`src/rtl/tetris_collision_reader.sv`:
```
// Playfield collision probe: bounds-checks four candidate cells, then reads each from SRAM
// and flags the first one that is occupied.
module tetris_collision_reader #(
    parameter int          FIELD_W     = 10,
    parameter int          FIELD_H     = 22,
    parameter logic [15:0] EMPTY_COLOR = 16'h0FFF,
    parameter int          READ_LAT    = 1
) (
    input  logic        VGA_CTRL_CLK,
    input  logic        RST,
    input  logic        start,
    input  logic [19:0] cells_x,
    input  logic [19:0] cells_y,
    output logic        busy,
    output logic        done,
    output logic        collide,
    output logic        out_of_bounds,
    output logic [1:0]  hit_index,
    output logic        rd_req,
    input  logic        rd_gnt,
    output logic [17:0] sram_addr,
    input  logic [15:0] sram_dq
);

    localparam logic [2:0] IDLE   = 3'd0;
    localparam logic [2:0] BOUNDS = 3'd1;
    localparam logic [2:0] REQ    = 3'd2;
    localparam logic [2:0] WAIT   = 3'd3;
    localparam logic [2:0] SAMPLE = 3'd4;
    localparam logic [2:0] DONE   = 3'd5;

    localparam int LW = (READ_LAT > 1) ? $clog2(READ_LAT) + 1 : 1;

    logic [2:0]    state;
    logic [4:0]    cx [4];
    logic [4:0]    cy [4];
    logic [1:0]    idx;
    logic [LW-1:0] lat_cnt;
    logic [3:0]    oob_vec;
    logic [1:0]    oob_idx;

    always_comb begin
        oob_vec = '0;
        oob_idx = 2'd0;
        for (int i = 0; i < 4; i++)
            oob_vec[i] = (cx[i] >= 5'(FIELD_W)) || (cy[i] >= 5'(FIELD_H));
        // Descending scan so the lowest offending index wins.
        for (int i = 3; i >= 0; i--)
            if (oob_vec[i]) oob_idx = 2'(i);
    end

    assign busy      = (state == BOUNDS) || (state == REQ) || (state == WAIT) || (state == SAMPLE);
    assign done      = (state == DONE);
    assign rd_req    = (state == REQ) || (state == WAIT) || (state == SAMPLE);
    assign sram_addr = rd_req ? {cx[idx], cy[idx], 8'b0} : 18'd0;

    always_ff @(posedge VGA_CTRL_CLK or negedge RST) begin
        if (!RST) begin
            state         <= IDLE;
            idx           <= 2'd0;
            lat_cnt       <= '0;
            collide       <= 1'b0;
            out_of_bounds <= 1'b0;
            hit_index     <= 2'd0;
            for (int i = 0; i < 4; i++) begin
                cx[i] <= 5'd0;
                cy[i] <= 5'd0;
            end
        end else begin
            case (state)
                IDLE: if (start) begin
                    for (int i = 0; i < 4; i++) begin
                        cx[i] <= cells_x[5*i +: 5];
                        cy[i] <= cells_y[5*i +: 5];
                    end
                    collide       <= 1'b0;
                    out_of_bounds <= 1'b0;
                    hit_index     <= 2'd0;
                    state         <= BOUNDS;
                end
                BOUNDS: if (|oob_vec) begin
                    out_of_bounds <= 1'b1;
                    collide       <= 1'b1;
                    hit_index     <= oob_idx;
                    state         <= DONE;
                end else begin
                    idx   <= 2'd0;
                    state <= REQ;
                end
                REQ: if (rd_gnt) begin
                    lat_cnt <= LW'(READ_LAT - 1);
                    state   <= (READ_LAT <= 1) ? SAMPLE : WAIT;
                end
                WAIT: if (!rd_gnt) begin
                    state <= REQ;
                end else begin
                    lat_cnt <= lat_cnt - 1'b1;
                    if (lat_cnt <= LW'(1)) state <= SAMPLE;
                end
                SAMPLE: if (!rd_gnt) begin
                    // Bus lost mid-read: the word on sram_dq is not ours, re-request.
                    state <= REQ;
                end else if (sram_dq != EMPTY_COLOR) begin
                    collide   <= 1'b1;
                    hit_index <= idx;
                    state     <= DONE;
                end else if (idx == 2'd3) begin
                    state <= DONE;
                end else begin
                    idx   <= idx + 2'd1;
                    state <= REQ;
                end
                DONE:    state <= IDLE;
                default: state <= IDLE;
            endcase
        end
    end

endmodule

```
`config.mk`:
```
export PLATFORM = sky130hd
export DESIGN_NAME = tetris_collision_reader
export DESIGN_NICKNAME = d
export VERILOG_FILES = /design/src/rtl/tetris_collision_reader.sv
export SDC_FILE = /design/constraint.sdc
export NUM_CORES = 1
export LEC_CHECK = 0
export ABC_AREA = 1
export CORE_MARGIN = 5
export CORE_UTILIZATION = 30
export CTS_CLUSTER_DIAMETER = 120
export DETAILED_ROUTE_END_ITERATION = 6
export PLACE_DENSITY = 0.57
export SLEW_MARGIN = 5
export SYNTH_ARGS = -nofsm -noshare
export SYNTH_HDL_FRONTEND = slang
export SYNTH_SLANG_ARGS = --single-unit
```
`constraint.sdc`:
```
create_clock -name VGA_CTRL_CLK -period 1.4 [get_ports VGA_CTRL_CLK]
set_input_delay 0.21 -clock VGA_CTRL_CLK [delete_from_list [all_inputs] [get_ports VGA_CTRL_CLK]]
set_output_delay 0.21 -clock VGA_CTRL_CLK [all_outputs]
set_load 0.03 [all_outputs]
```
==> flow_metrics.py, run 1 <==
metrics = {
    "run_status": {
        "status": "finished, violations left",
        "violations": "negative setup slack",
    },
    "synthesis": {
        "yosysSeqAreaShare_pct": 46.0,
        "ys.flop_type": "dfrtp_1",
        "yosysMostFrequentCell": "nand2_1",
        "synth-seq-cells": 49,
        "synth_top_area_share_pct": 46.0,
        "synth-edff-count": 0,
        "async_reset_ff_share_pct": 100,
        "synth_area_leader_cell": "dfrtp_1",
        "synth_cell_type_count": 24,
        "ys_top_cells_by_count": "71 x nand2_1, 49 x dfrtp_1, 43 x inv_1",
        "netlist_top_cells_area": "dfrtp_1 46%, nand2_1 10%, a21oi_1 6.4%, inv_1 6.1%, o21ai_0 5.6%",
        "avgSynthCellArea_um2": 7.98,
        "synth_area_um2": 2670,
        "syn_inst": 334,
        "ys_warn_count": 0,
    },
    "sta": {
        "period_needed_ns": 1.73,
        "grt_setup_unrepaired": "yes",
        "setup_viol": 53,
        "fin_crit_sh_pct": 123,
        "drv_slew": 0,
        "fin_ws_ns": -0.325,
        "hold_viol_final": 0,
        "finClkSkew_ns": 0.00845,
        "fmax_ghz": 0.580,
        "hold_ws_ns": 0.414,
    },
    "die": {
        "boundaryPins": 85,
        "die-area_um2": 10900,
        "placementRows": 34,
        "initial_utilization_pct": 30.7,
        "coreArea_um2": 8680,
        "die_h_um": 104,
        "die_x_um": 104,
    },
    "layout": {
        "fin_util_pct": 56.8,
        "drive_above_1_share_pct": 48.1,
        "insertedDiodeCount": 0,
        "final_area_um2": 4930,
        "nets": 529,
        "area_growth_pct": 85.1,
    },
    "setup_path": {
        "worstPathCellList": "clkinv_4 -> buf_4 -> a21oi_4 -> o21ai_2 -> a21oi_4 -> buf_6",
        "startpoint_type": "flop",
        "end_kind": "output port",
        "cp_common_cell": "a21oi_4",
        "cp.required_ns": 1.19,
        "cp_max_fo": 4,
        "critPathMaxStageDelay_ns": 0.45,
        "cp_slowest_cell": "dfrtp_2",
        "worstSetupPathType": "reg -> out",
        "critical_path_arrival_ns": 1.52,
    },
    "route": {
        "dr.pass1.iters": 4,
        "drc": 0,
        "vias": 2714,
        "detail-route-antenna-nets": 0,
        "wl_um": 8810,
        "wire_per_inst_um": 15.3,
        "drt_iter0_drc": 134,
        "routed_via_density": 4.71,
    },
    "power": {
        "ir_worst_vdd_mv": 1.27,
        "clockPowerShare_pct": 8.4,
        "internal_power_mw": 5.72,
        "pwr-share-seq_pct": 24.8,
        "power_per_cell_area_nw_per_um2": 2040,
        "combinationalPowerShare_pct": 66.7,
        "switching_share_pct": 43.2,
        "p_leak_nw": 2.20,
        "power_mw": 10.1,
        "p_switching_mw": 4.34,
    },
    "place": {
        "portBuffers": 76,
        "place_area_um2": 3840,
        "gp_congestion": 0.864,
        "dp_hpwl_um": 5770,
        "dp_slack_ns": -0.218,
    },
    "grt": {
        "antenna_found_initial": 0,
        "grt_pass1_wl_um": 13300,
        "grt_max_degree": 50,
        "grtUsageTotal_pct": 15.1,
        "grt_pass1_vias": 2692,
        "grt.overflow.total": 0,
    },
    "clock_network": {
        "clock_tree.root_cell": "clkbuf_8",
        "cts_tree": "yes",
        "clkSlewWorstSetupHoldPaths_ns": 0.09,
        "htreeDepth": 2,
        "clk_latency_ns": 0.31,
        "cts_buffer_depth": 2,
        "clock_sinks": 49,
        "cts_buffers": 5,
    },
    "run": {
        "maxCapViolCount": 0,
    },
    "worst_hold_path": {
        "hold_class": "in -> async",
    },
}
==> through the flow <==
step                      setup TNS, ns  instances
final                            -12.49        576
after global routing             -16.46        576
after CTS                        -14.34        570
after detailed placement          -7.44        541
after global placement            -6.46        541
after floorplan                  -0.197        341
==> critical path, delay by kind of cell (launching register included) <==
family / cells / cell delay (ns)
AO/OA/AOI/OAI: 3 / 0.38
buffers and inverters: 3 / 0.38
flip-flops: 1 / 0.45
==> placed cells by master (no fill, tap or decap), drive strengths merged <==
master and count:
buf 77, nand2 71, clkdlybuf4s50 58, o21ai 53
dfrtp 49, inv 46, a21oi 34, nor2 20
mux2 15, nand3 13, conb 8, clkbuf 8
nand4 6, dlygate4sd2 4, clkinv 2, nor3 1
o2111ai 1, ha 1, dlygate4sd3 1
==> sequential cells by signal (all words and copies together), names as in the netlist <==
register,count
collide,1
cx,20
cy,20
hit_index,2
idx,2
out_of_bounds,1
state,3
==> power by group through the flow <==
stage	combinational, mW	sequential (mW)	clock (mW)
global route	7.18	2.57	0.911
global placement	4.49	2.40	0
finish	6.71	2.50	0.849
floorplan	2.81	2.48	0
CTS	5.98	2.44	0.865
detailed placement	4.55	2.43	0
==> worst paths after layout <==
path	end	start	slack, ns	cells past startpoint
max reg2reg	cx[19]$_DFFE_PN0P_	state[1]$_DFFE_PN0P_	-0.30	11
max in group asynchronous	idx[0]$_DFFE_PN0P_	RST	0.73	3
min in group VGA_CTRL_CLK	cx[10]$_DFFE_PN0P_	cells_x[5]	0.44	3
min reg2reg	out_of_bounds$_DFFE_PN0P_	out_of_bounds$_DFFE_PN0P_	0.48	2
max	sram_addr[15]	idx[1]$_DFFE_PN0P_	-0.33	6
min	cy[10]$_DFFE_PN0P_	RST	0.41	3
==> final cells by class <==
cell class	count	area [um2]
sequential	49	1230
clock inverter	1	8.76
timing repair buffer	142	1540
clock buffer	6	72.6
fill	763	3750
multi-input combinational	223	1770
tap	108	135
inverter	47	184
==> metal layers <==
metal  share of wire [%]  track usage [%]
met3                 3.9             2.55
met2                  52             26.4
met4                 1.4             3.70
met1                  43             19.5
met5                   0                0
==> cells by family (layout without fill, tap and decap cells) <==
group | count (synthesis) | in the layout | share of synthesized area (%)
flops | 49 | 49 | 46.0
buf+inv | 69 | 196 | 12.5
fa+ha+maj | 1 | 1 | 0.469
mux | 15 | 15 | 6.34
other cells | 1 | 8 | 0.141
compound gates | 88 | 88 | 16.7
simple gates | 111 | 111 | 17.9
==> repair_timing <==
item,4_1_cts,5_1_grt
setup buffers,17,8
endpoints found under the setup margin,59,62
gates cloned,4,3
gates resized for setup,127,107
hold endpoints to repair,49,0
hold buffers,1,0
pin swaps,13,13
No activity file was read; power rests on OpenSTA's default activity.
==> inputs of run 2 (changes only) <==
==> constraint.sdc (replaced) <==
create_clock -name VGA_CTRL_CLK -period 1.4 [get_ports VGA_CTRL_CLK]
set_input_delay 0.28 -clock VGA_CTRL_CLK [delete_from_list [all_inputs] [get_ports VGA_CTRL_CLK]]
set_output_delay 0.28 -clock VGA_CTRL_CLK [all_outputs]
set_load 0.03 [all_outputs]
==> run 2 against run 1 <==
  * The run still ends with negative setup slack left
  * Critical path type unchanged
  * Die area is the same
  * Global-route usage grew 0.75 points
  * Largest cell class unchanged
  * Critical endpoint is now sram_addr[16]
  * First-iteration DRC count shrank 7.5%
==> flow_metrics.py, run 2 (synthesized netlist as in run 1, its figures left out) <==
metrics = {
    "run_status": {
        "status": "finished, violations left",
        "violations": "negative setup slack",
    },
    "setup_path": {
        "cp_slowest_cell": "dfrtp_1",
        "critical-path-top-delay-family": "flip-flops",
        "critPathMaxStageDelay_ns": 0.40,
        "end_kind": "output port",
        "worstSetupPathType": "reg -> out",
        "critical_path_arrival_ns": 1.58,
        "startpoint_type": "flop",
        "worstPathCellList": "nor2_1 -> inv_2 -> nor2_4 -> nor2_4 -> buf_6 -> a21oi_4 -> buf_6",
        "cp.required_ns": 1.12,
        "cp_max_fo": 5,
        "critPathBufInv": 3,
    },
    "sta": {
        "grt_setup_unrepaired": "yes",
        "fmax_ghz": 0.538,
        "fin_ws_ns": -0.459,
        "fin_crit_sh_pct": 133,
        "hold_ws_ns": 0.494,
        "period_needed_ns": 1.86,
        "drv_slew": 0,
        "finClkSkew_ns": 0.00764,
        "setup_viol": 60,
        "hold_viol_final": 0,
    },
    "place": {
        "place_inst": 541,
        "place_area_um2": 3900,
        "portBuffers": 76,
        "dp_hpwl_um": 5880,
        "gp_congestion": 0.823,
    },
    "clock_network": {
        "htreeDepth": 2,
        "clock_tree.root_cell": "clkbuf_8",
        "clock_sinks": 49,
        "cts_buffers": 5,
        "cts_tree": "yes",
        "clkSlewWorstSetupHoldPaths_ns": 0.10,
        "clk_latency_ns": 0.32,
        "cts_buffer_depth": 2,
    },
    "layout": {
        "multi_input_area_um2": 1670,
        "top_regs": "cx x20, cy x20, state x3",
        "regArea_um2": 1230,
        "most-common-layout-cells": "58 x clkdlybuf4s50_1, 48 x dfrtp_1, 42 x nand2_1, 40 x inv_1, 32 x buf_4",
        "final_area_um2": 4910,
        "area_growth_pct": 84.2,
        "insertedDiodeCount": 0,
        "fin_cells": 577,
        "nets": 529,
        "fillerInstances": 756,
        "drive_above_1_share_pct": 44.1,
        "final_common_cell": "clkdlybuf4s50_1",
    },
    "route": {
        "drt_iter0_drc": 124,
        "drc": 0,
        "dr.pass1.iters": 4,
        "wl_um": 8980,
        "wire_per_inst_um": 15.6,
        "detail-route-antenna-nets": 0,
        "routed_via_density": 4.84,
        "vias": 2792,
    },
    "die": {
        "initial_utilization_pct": 30.7,
        "die_h_um": 104,
        "placementRows": 34,
        "die_x_um": 104,
        "boundaryPins": 85,
        "die-area_um2": 10900,
        "coreArea_um2": 8680,
    },
    "power": {
        "power_mw": 10.5,
        "p_leak_nw": 2.24,
        "power_per_cell_area_nw_per_um2": 2130,
        "ir_worst_vdd_mv": 0.997,
    },
    "grt": {
        "grt.overflow.total": 0,
        "antenna_found_initial": 0,
        "grtUsageTotal_pct": 15.9,
        "grt_pass1_wl_um": 14000,
        "grt_max_degree": 50,
        "grt_pass1_vias": 2877,
    },
    "run": {
        "maxCapViolCount": 0,
    },
    "worst_hold_path": {
        "hold_class": "in -> async",
    },
}
==> run 2: cell count changes in the layout (fill, tap and decap cells not counted), moves of 3 or more <==
| cell | delta |
|---|---|
| a21oi_1 | +8 |
| a21oi_2 | -4 |
| a21oi_4 | -4 |
| buf_12 | +5 |
| buf_4 | -4 |
| buf_6 | +4 |
| dlygate4sd2_1 | -3 |
| inv_1 | +4 |
| inv_2 | -3 |
| nand2_1 | +3 |
| nand2_2 | -3 |
| o21ai_1 | +7 |
| o21ai_2 | -7 |
==> run 2: power by group <==
group | total [mW] | switching, mW | internal (mW)
Sequential | 2.49 | 0.402 | 2.09
Clock | 1.12 | 0.530 | 0.595
Combinational | 6.86 | 3.41 | 3.45
Total | 10.5 | 4.34 | 6.14
==> run 2: per-stage QoR <==
step | setup TNS (ns) | setup WS (ns) | utilization, %
detailed placement | -12.00 | -0.381 | 44.9
floorplan | -0.914 | -0.0915 | -
CTS | -19.19 | -0.409 | 54.1
global placement | -10.38 | -0.333 | 44.9
global route | -20.32 | -0.516 | 56.6
finish | -17.25 | -0.459 | 56.6
==> run 2: tightest hold or removal path: stages <==
cell           delay [ns]
dlygate4sd3_1        0.53
buf_2                0.13
buf_12               0.26
==> run 2: repair_timing <==
action	CTS	global route
resized for setup	116	81
hold endpoints to repair	49	0
pin swaps	7	5
hold buffers	1	0
setup buffers	22	11
endpoints found under the setup margin	63	62
gates cloned	5	1
==> run 2: worst paths after layout <==
check	startpoint	to	slack, ns	cells past startpoint
min reg2reg	hit_index[0]$_DFFE_PN0P_	hit_index[0]$_DFFE_PN0P_	0.51	2
max in group asynchronous	RST	idx[1]$_DFFE_PN0P_	0.67	3
min in group VGA_CTRL_CLK	hit_index[0]$_DFFE_PN0P_	hit_index[0]$_DFFE_PN0P_	0.51	2
max	state[1]$_DFFE_PN0P_	sram_addr[16]	-0.46	7
max reg2reg	state[1]$_DFFE_PN0P_	cx[2]$_DFFE_PN0P_	-0.37	9
min	RST	cy[0]$_DFFE_PN0P_	0.49	3
==> run 2: layout make-up <==
class | count | area share, %
multi-input cells | 223 | 34.0
well taps | 108 | 2.75
inverters | 47 | 3.70
repair buffers | 142 | 32.0
clock buffers | 6 | 1.68
flip-flops and latches | 49 | 25.0
clock inverters | 2 | 0.841
==> run 2: layer usage <==
metal / routed length (um) / up-vias / share of wire (%) / track usage (%)
li1: - / 1344 / - / -
met1: 3870 / 1345 / 43 / 20.2
met2: 4490 / 79 / 50 / 26.6
met3: 364 / 24 / 4.1 / 2.86
met4: 256 / 0 / 2.9 / 6.38
met5: 0 / - / 0 / 0
==> inputs of run 3 (changes only) <==
--- a/config.mk
+++ b/config.mk
@@ -6,11 +6,14 @@
 export NUM_CORES = 1
 export LEC_CHECK = 0
 export ABC_AREA = 1
+export ABC_CLOCK_PERIOD_IN_PS = 1400
 export CORE_MARGIN = 5
 export CORE_UTILIZATION = 30
 export CTS_CLUSTER_DIAMETER = 120
+export CTS_CLUSTER_SIZE = 20
 export DETAILED_ROUTE_END_ITERATION = 6
 export PLACE_DENSITY = 0.57
+export SKIP_CTS_REPAIR_TIMING = 1
 export SLEW_MARGIN = 5
 export SYNTH_ARGS = -nofsm -noshare
 export SYNTH_HDL_FRONTEND = slang
==> run 3 against run 2 <==
  * Clock skew up 0.0051 ns
  * Register-to-register slack is essentially flat
  * Utilization grew 1.2 points
  * First-iteration DRC count shrank 15%
  * Largest power group unchanged
  * Power grew 1.1%
  * Cell count down 0.35%
  * Routed wire length rose by 2.8%
  * Critical path depth unchanged
  * Flip-flop and latch count stayed put
  * The flow still finishes with violations (negative setup slack)
  * Sequential power rose by 2%
==> flow_metrics.py, run 3 (synthesized netlist as in run 1, its figures left out) <==
metrics = {
    "run_status": {
        "status": "finished, violations left",
        "violations": "negative setup slack",
    },
    "place": {
        "dp_hpwl_um": 5880,
        "gp_congestion": 0.823,
        "portBuffers": 76,
    },
    "layout": {
        "insertedDiodeCount": 0,
        "drive_above_1_share_pct": 48.4,
        "nets": 527,
        "area_growth_pct": 88.2,
        "fin_util_pct": 57.8,
        "final_common_cell": "clkdlybuf4s50_1",
        "top_regs": "cx x20, cy x20, state x3",
        "fillerInstances": 728,
        "most-common-layout-cells": "58 x clkdlybuf4s50_1, 48 x dfrtp_1, 41 x nand2_1, 35 x inv_1, 33 x buf_4",
    },
    "setup_path": {
        "cp.required_ns": 1.12,
        "cp_max_fo": 7,
        "critPathMaxStageDelay_ns": 0.41,
        "worstPathCellList": "nor2_1 -> inv_2 -> nor2_4 -> nor2_4 -> buf_6 -> a21oi_4 -> buf_6",
        "startpoint_type": "flop",
        "critPathBufInv": 3,
        "worstSetupPathType": "reg -> out",
        "end_kind": "output port",
        "critical-path-top-delay-family": "flip-flops",
        "cp_slowest_cell": "dfrtp_1",
        "critical_path_arrival_ns": 1.58,
    },
    "clock_network": {
        "htreeDepth": 2,
        "cts_tree": "yes",
        "cts_buffers": 5,
        "clk_latency_ns": 0.32,
        "clock_sinks": 49,
        "cts_buffer_depth": 2,
        "clock_tree.root_cell": "clkbuf_8",
        "clkSlewWorstSetupHoldPaths_ns": 0.10,
    },
    "route": {
        "drc": 0,
        "dr.pass1.iters": 4,
        "detail-route-antenna-nets": 0,
        "wire_per_inst_um": 16.1,
        "vias": 2772,
        "routed_via_density": 4.82,
        "wl_um": 9240,
        "drt_iter0_drc": 106,
    },
    "power": {
        "power_mw": 10.6,
        "p_leak_nw": 2.23,
        "ir_worst_vdd_mv": 0.976,
        "power_per_cell_area_nw_per_um2": 2110,
    },
    "grt": {
        "grt_max_degree": 50,
        "grtUsageTotal_pct": 13.7,
        "antenna_found_initial": 0,
        "grt_pass1_vias": 2554,
        "grt_pass1_wl_um": 12100,
        "grt.overflow.total": 0,
    },
    "sta": {
        "fmax_ghz": 0.537,
        "hold_viol_final": 0,
        "fin_ws_ns": -0.464,
        "finClkSkew_ns": 0.0127,
        "drv_slew": 0,
        "setup_viol": 56,
        "grt_setup_unrepaired": "yes",
        "period_needed_ns": 1.86,
        "fin_crit_sh_pct": 133,
    },
    "run": {
        "maxCapViolCount": 0,
    },
    "worst_hold_path": {
        "hold_class": "in -> async",
    },
    "die": {
        "initial_utilization_pct": 30.7,
        "die_x_um": 104,
        "die-area_um2": 10900,
        "die_h_um": 104,
        "coreArea_um2": 8680,
        "placementRows": 34,
        "boundaryPins": 85,
    },
}
-- run 3: cell types whose count changed in the layout (fill, tap and decap cells not counted), moves of 5 or more --
cell / before / now
o21ai_1: 28 / 19
a21oi_4: 11 / 16
o21ai_2: 24 / 32
clkbuf_16: 1 / 6
a21oi_1: 16 / 10
inv_1: 40 / 35
-- run 3: final cells by class --
class	instances	area (um2)	share of cell area (%)
multi-input combinational	223	1770	35.2
clock buffer	6	82.6	1.65
timing repair buffer	140	1580	31.5
inverter	47	181	3.62
tap	108	135	2.69
clock inverter	2	41.3	0.823
sequential	49	1230	24.5
-- run 3: final timing paths --
kind                                                  to  depth (start not counted)  slack (ns)                startpoint
worst min-delay path                  cy[15]$_DFFE_PN0P_                          3        0.49                       RST
max in group asynchronous             idx[1]$_DFFE_PN0P_                          3        0.68                       RST
worst max-delay path                       sram_addr[12]                          7       -0.46      state[1]$_DFFE_PN0P_
worst max register to register         cx[3]$_DFFE_PN0P_                          9       -0.38      state[1]$_DFFE_PN0P_
worst min register to register  hit_index[0]$_DFFE_PN0P_                          2        0.51  hit_index[0]$_DFFE_PN0P_
min in group VGA_CTRL_CLK              cy[5]$_DFFE_PN0P_                          3        0.51               cells_y[10]
-- run 3: routing by layer --
metal | vias to the layer above | routed length [um] | GRT usage [%]
met5 | - | 0 | 0
met4 | 0 | 189 | 4.90
met3 | 16 | 368 | 2.73
met2 | 73 | 4800 | 22.4
met1 | 1344 | 3880 | 17.8
li1 | 1339 | - | -
-- run 3: report_power, final --
part	leakage, nW	switching [mW]	internal, mW
clock	0.0633	0.533	0.595
sequential	0.599	0.438	2.09
combinational	1.57	3.53	3.40
-- run 3: tightest hold or removal path: cells and delay by family --
family,cells,cell delay (ns)
buf+inv,3,0.92
-- run 3: through the flow --
step	setup WS [ns]	cells	area (um2)	TNS, ns	hold WS [ns]
2_1_floorplan	-0.0915	341	2820	-0.914	-0.0156
6_report	-0.464	575	5010	-17.80	0.487
3_5_place_dp	-0.381	541	3900	-12.00	0.295
5_1_grt	-0.525	575	5010	-21.47	0.500
3_3_place_gp	-0.333	541	3900	-10.38	0.290
4_1_cts	-0.713	549	4020	-16.64	-0.0491
